`src/rtl/ifid_branch_unit.sv`:
```
// IF/ID pipeline register with decode-stage branch/jump resolution and architectural delay slot.
// Optional macro EXT_BRANCH_EN adds blez/bgtz/bltz/bgez decoding.
module ifid_branch_unit #(
    parameter logic [31:0] INIT_PC   = 32'h0000_3000,
    parameter logic [31:0] NOP_INSTR = 32'h0000_0000
) (
    input  logic        Clock,
    input  logic        Reset,
    input  logic        Enable,
    input  logic [31:0] Instr_F,
    input  logic [31:0] PC4_F,
    input  logic [31:0] RS_Data,
    input  logic [31:0] RT_Data,
    output logic [31:0] Instr_D,
    output logic [31:0] PC4_D,
    output logic [31:0] PC8_D,
    output logic        Valid_D,
    output logic        Delay_Slot_D,
    output logic        Branch_Jump,
    output logic [31:0] PC_Update,
    output logic        CT_Err_D
);

    localparam logic [31:0] RESET_PC4 = INIT_PC + 32'd4;

    localparam logic [5:0] OP_SPECIAL = 6'b000000;
    localparam logic [5:0] OP_J       = 6'b000010;
    localparam logic [5:0] OP_JAL     = 6'b000011;
    localparam logic [5:0] OP_BEQ     = 6'b000100;
    localparam logic [5:0] OP_BNE     = 6'b000101;
    localparam logic [5:0] FN_JR      = 6'b001000;
    localparam logic [5:0] FN_JALR    = 6'b001001;
`ifdef EXT_BRANCH_EN
    localparam logic [5:0] OP_REGIMM  = 6'b000001;
    localparam logic [5:0] OP_BLEZ    = 6'b000110;
    localparam logic [5:0] OP_BGTZ    = 6'b000111;
`endif

    logic [5:0]  op;
    logic [5:0]  funct;
    logic [31:0] br_target;
    logic [31:0] j_target;
    logic        is_ct;
    logic        decoded_take;
    logic [31:0] target;

    // Enable is the only flow control: 1 advances F->D, 0 freezes every register.
    // There is no ready back-pressure; fetch is gated by the same Enable.
    always_ff @(posedge Clock) begin
        if (Reset) begin
            Instr_D      <= NOP_INSTR;
            PC4_D        <= RESET_PC4;
            Valid_D      <= 1'b0;
            Delay_Slot_D <= 1'b0;
        end else if (Enable) begin
            Instr_D      <= Instr_F;
            PC4_D        <= PC4_F;
            Valid_D      <= 1'b1;
            Delay_Slot_D <= Branch_Jump;
        end
    end

    assign op        = Instr_D[31:26];
    assign funct     = Instr_D[5:0];
    assign PC8_D     = PC4_D + 32'd4;
    assign br_target = PC4_D + {{14{Instr_D[15]}}, Instr_D[15:0], 2'b00};
    assign j_target  = {PC4_D[31:28], Instr_D[25:0], 2'b00};

    always_comb begin
        is_ct        = 1'b0;
        decoded_take = 1'b0;
        target       = PC8_D;
        case (op)
            OP_BEQ: begin
                is_ct        = 1'b1;
                decoded_take = (RS_Data == RT_Data);
                target       = br_target;
            end
            OP_BNE: begin
                is_ct        = 1'b1;
                decoded_take = (RS_Data != RT_Data);
                target       = br_target;
            end
            OP_J, OP_JAL: begin
                is_ct        = 1'b1;
                decoded_take = 1'b1;
                target       = j_target;
            end
            OP_SPECIAL: begin
                if (funct == FN_JR || funct == FN_JALR) begin
                    is_ct        = 1'b1;
                    decoded_take = 1'b1;
                    target       = RS_Data;
                end
            end
`ifdef EXT_BRANCH_EN
            // Signed compares against zero reduce to the sign bit plus a zero test.
            OP_BLEZ: begin
                is_ct        = 1'b1;
                decoded_take = RS_Data[31] | (RS_Data == 32'd0);
                target       = br_target;
            end
            OP_BGTZ: begin
                is_ct        = 1'b1;
                decoded_take = ~RS_Data[31] & (RS_Data != 32'd0);
                target       = br_target;
            end
            OP_REGIMM: begin
                if (Instr_D[20:16] == 5'b00000) begin
                    is_ct        = 1'b1;
                    decoded_take = RS_Data[31];
                    target       = br_target;
                end else if (Instr_D[20:16] == 5'b00001) begin
                    is_ct        = 1'b1;
                    decoded_take = ~RS_Data[31];
                    target       = br_target;
                end
            end
`endif
            default: ;
        endcase
    end

    // A transfer sitting in a delay slot is flagged, never taken.
    assign Branch_Jump = decoded_take & Valid_D & ~Delay_Slot_D;
    assign PC_Update   = target;
    assign CT_Err_D    = Valid_D & Delay_Slot_D & is_ct;

endmodule
```
`config.mk`:
```
export PLATFORM = sky130hd
export DESIGN_NAME = ifid_branch_unit
export DESIGN_NICKNAME = d
export VERILOG_FILES = /design/src/rtl/ifid_branch_unit.sv
export SDC_FILE = /design/constraint.sdc
export NUM_CORES = 1
export LEC_CHECK = 0
export BUFFER_PORTS_ARGS = -buffer_cell sky130_fd_sc_hd__buf_4
export CAP_MARGIN = 10
export CORE_ASPECT_RATIO = 1.1
export CORE_MARGIN = 1
export CORE_UTILIZATION = 51
export CTS_CLUSTER_DIAMETER = 30
export DETAILED_ROUTE_END_ITERATION = 10
export GPL_ROUTABILITY_DRIVEN = 0
export HOLD_SLACK_MARGIN = 0.06
export PLACE_DENSITY = 0.87
export REMOVE_ABC_BUFFERS = 1
export SETUP_SLACK_MARGIN = 0.15
export SYNTH_ARGS = -nofsm -noshare
export SYNTH_HDL_FRONTEND = slang
export SYNTH_SLANG_ARGS = --single-unit
```
`constraint.sdc`:
```
create_clock -name Clock -period 4.7 [get_ports Clock]
set_input_delay 0.235 -clock Clock [delete_from_list [all_inputs] [get_ports Clock]]
set_output_delay 0.235 -clock Clock [all_outputs]
set_load 0.05 [all_outputs]
```
==> run metrics <==
outcome complete, no violations; Via density between 5 and 6; worst path required time 4.47 ns; largest family of logic cells by synthesized area compound AO/OA/AOI/OAI gates; post-synthesis mux area share 0.1142; compound-cell area share of the yosys netlist 0.1948; CTS Buf Count 9; Syn Inst Count slightly below 700; H-tree depth 3; fraction of layout cells with a size suffix above 1 0.3202; Ports between 200 and 300; initial antenna violation count 0; Fin Hold WS between 0.1 and 0.15 ns; kind of critical path flip-flop to output port; VDD IR-drop max 186.6 uV; arrival time at the worst endpoint 3.44 ns; post-synthesis sequential area ratio 0.2392; post-CTS resize count 0; CTS clock-pin slew for the worst setup and hold paths roughly 0.06 ns; Post-Synth XOR/XNOR Area 0.1379; P_leak between 3 and 4 nW; Post-Synth Simple-Gate Area 0.1921; Final Power 2.260 mW; fin nets 1069; Pins Over Slew Limit 0; FF-to-FF path depth 6; flops & latches, synth 66; # setup viols final 0; worst-margin pin slew 1.142 ns; ratio of final minimum period to clock period 0.7822; # port buffers 262; Initial Utilization 0.5290; Congestion Overflow GR 0; largest net degree at the start of global routing 69; HP Class input port to flip-flop; CTS Root Cell clkbuf_16; reg2reg end Delay_Slot_D$_SDFFE_PP0P_; slowest CP cell dfxtp_1; CTS max path bufs 2; fillers 824; final wirelength 19780 um; core area about 10000 um2; number of flops mapped to enable cells by yosys 0; Distinct cells, synth 61; Startpoint Class flip-flop; skew final 0.002412 ns; Synth Warn # 0; Via Count 6193; Die X between 100 and 150 um; critical path cell sequence ha_1 > inv_1 > fa_1 > nor2b_1 > o211ai_1 > a31oi_1 > a21boi_0 > o21ai_1 > a21oi_1 > xnor2_1 > o211ai_1 > buf_4; CP max FO 7; average wire per standard cell roughly 19 um; total clock sinks 66; # DRC 0; CTS hold repair buffers 0; commonest non-fill, non-tap cell in the layout buf_4; CP startpoint PC4_D[2]$_SDFFE_PP1P_; Final Util 0.7443; area grow syn2layout 40.70%; final antenna-violating net count 0; clock latency on the worst-skew pair 0.33 ns; Slew HR 0.2385; adder-cell share of the synthesized area 0.07157; die height between 100 and 150 um; Detailed Routing Iterations Pass 1 8; max-cap violations 0; Max Freq between 200 and 300 MHz; r2r setup slk 2.40 ns; DPL Wire Length 14890 um; Total Neg Setup Slack 0 ns; Avg Cell Area, Syn 8.160 um2; slowest stage delay, CP 0.44 ns; CTS tree done; DRT iter0 DRCs 460; RSZ-0062 raised after global routing false; reg-to-reg startpoint Instr_D[31]$_SDFFE_PP0P_; Setup crit end PC_Update[28]; share of flip-flops with an asynchronous set or reset 0; FP Rows 39; postcts setup bufs 0; Top FF cell, synth dfxtp_1; antenna cells 0; die area 11250 um2; GRT Util Overall 0.3460; most frequent cells in the layout buf_4 (265), nor2_1 (82), xnor2_1 (68); number of global-route vias before repair 5965; Most common cell on crit path o211ai_1; Cell Area, Synth between 5000 and 6000 um2; post-layout minimum cycle time 3.677 ns; critical path capture point type output port; hold path depth 3; pwr dens roughly 290 nW/um2; first-pass GRT wire length 30430 um; Fin. Hold Viols 0
[power breakdown]
group | switching, mW | internal [mW]
logic | 0.581 | 0.327
registers | 0.0545 | 0.593
clock network | 0.263 | 0.440
[synthesized netlist by cell type, types with 3 or more instances]
| library cell | n | area (um2) |
|---|---|---|
| nor2_1 | 82 | 307.8 |
| xnor2_1 | 68 | 595.6 |
| dfxtp_1 | 66 | 1321 |
| mux2i_1 | 63 | 630.6 |
| nand2_1 | 44 | 165.2 |
| ha_1 | 30 | 375.4 |
| nand4_1 | 27 | 168.9 |
| o21ai_0 | 27 | 135.1 |
| a21oi_1 | 26 | 130.1 |
| a222oi_1 | 25 | 250.2 |
| clkbuf_1 | 25 | 93.84 |
| o21ai_1 | 22 | 110.1 |
| xor2_1 | 19 | 166.4 |
| nand3_1 | 15 | 75.07 |
| inv_1 | 14 | 52.55 |
| a21o_1 | 12 | 90.09 |
| and3_1 | 8 | 50.05 |
| buf_1 | 8 | 30.03 |
| nand2b_1 | 7 | 43.79 |
| buf_2 | 6 | 30.03 |
| o211ai_1 | 6 | 45.04 |
| a31oi_1 | 5 | 31.28 |
| nor3_1 | 5 | 25.02 |
| and2_1 | 4 | 25.02 |
| and4_1 | 4 | 35.03 |
| nor2b_1 | 4 | 25.02 |
| o21bai_1 | 4 | 30.03 |
| a211oi_1 | 3 | 22.52 |
| buf_4 | 3 | 22.52 |
| buf_6 | 3 | 33.78 |
| nor4_1 | 3 | 18.77 |
| o31ai_1 | 3 | 22.52 |
[state kept, by name (all words and copies together) (netlist names)]
name	cells
Delay_Slot_D	1
PC4_D	32
Valid_D	1
Instr_D	32
[final cells by class]
cell class | count | area (um2) | area share
clock buffer | 14 | 264.0 | 0.03397
clock inverter | 2 | 35.03 | 0.004507
inverter | 14 | 52.55 | 0.006761
multi-input combinational | 551 | 3931 | 0.5058
sequential | 66 | 1321 | 0.1700
tap | 143 | 178.9 | 0.02302
timing repair buffer | 265 | 1989 | 0.2560
[metrics by stage]
| stage | instance area [um2] | worst slack [ns] | cells |
|---|---|---|---|
| finish | 7772 | 1.023 | 1055 |
| global route | 7772 | 0.7683 | 1055 |
| CTS | 7772 | 1.025 | 1055 |
| detailed placement | 7473 | 1.393 | 1039 |
| global placement | 7473 | 1.470 | 1039 |
| floorplan | 5299 | 0.7991 | 631 |
[worst min-delay path by stage]
stage / startpoint / end / slack (ns)
after global placement: PC4_F[12] / PC4_D[12]$_SDFFE_PP1P_ / 0.45
after global routing: PC4_F[12] / PC4_D[12]$_SDFFE_PP1P_ / 0.13
after detailed placement: PC4_F[13] / PC4_D[13]$_SDFFE_PP1P_ / 0.45
after floorplan: Reset / Instr_D[0]$_SDFFE_PP0P_ / 0.31
after CTS: PC4_F[13] / PC4_D[13]$_SDFFE_PP1P_ / 0.12
final: PC4_F[13] / PC4_D[13]$_SDFFE_PP1P_ / 0.12
[worst max-delay path, delay by kind of cell (launching register included)]
kind / cells / cell delay (ns)
AO/OA/AOI/OAI: 6 / 1.41
adder cells (fa/ha/maj): 2 / 0.63
flip-flops: 1 / 0.44
buffers and inverters: 2 / 0.29
XOR/XNOR: 1 / 0.17
AND/OR/NAND/NOR: 1 / 0.16
[kinds of logic (layout without fill, tap and decap cells)]
logic type / count (synthesis) / after routing
and+or+nand+nor: 215 / 215
DFF: 66 / 66
AOI/OAI and AO/OA: 155 / 155
muxes: 63 / 63
buffers and inverters: 60 / 295
adders and majority gates: 31 / 31
xor gates and xnor gates: 87 / 87
[per-layer routing]
| metal | global-route usage | vias to the layer above | share of wire |
|---|---|---|---|
| li1 | - | 2940 | - |
| met1 | 0.3949 | 2828 | 0.37 |
| met2 | 0.5973 | 367 | 0.49 |
| met3 | 0.08827 | 58 | 0.094 |
| met4 | 0.1536 | 0 | 0.039 |
| met5 | 0 | - | 0 |
Power figures use the tool's default switching activity.
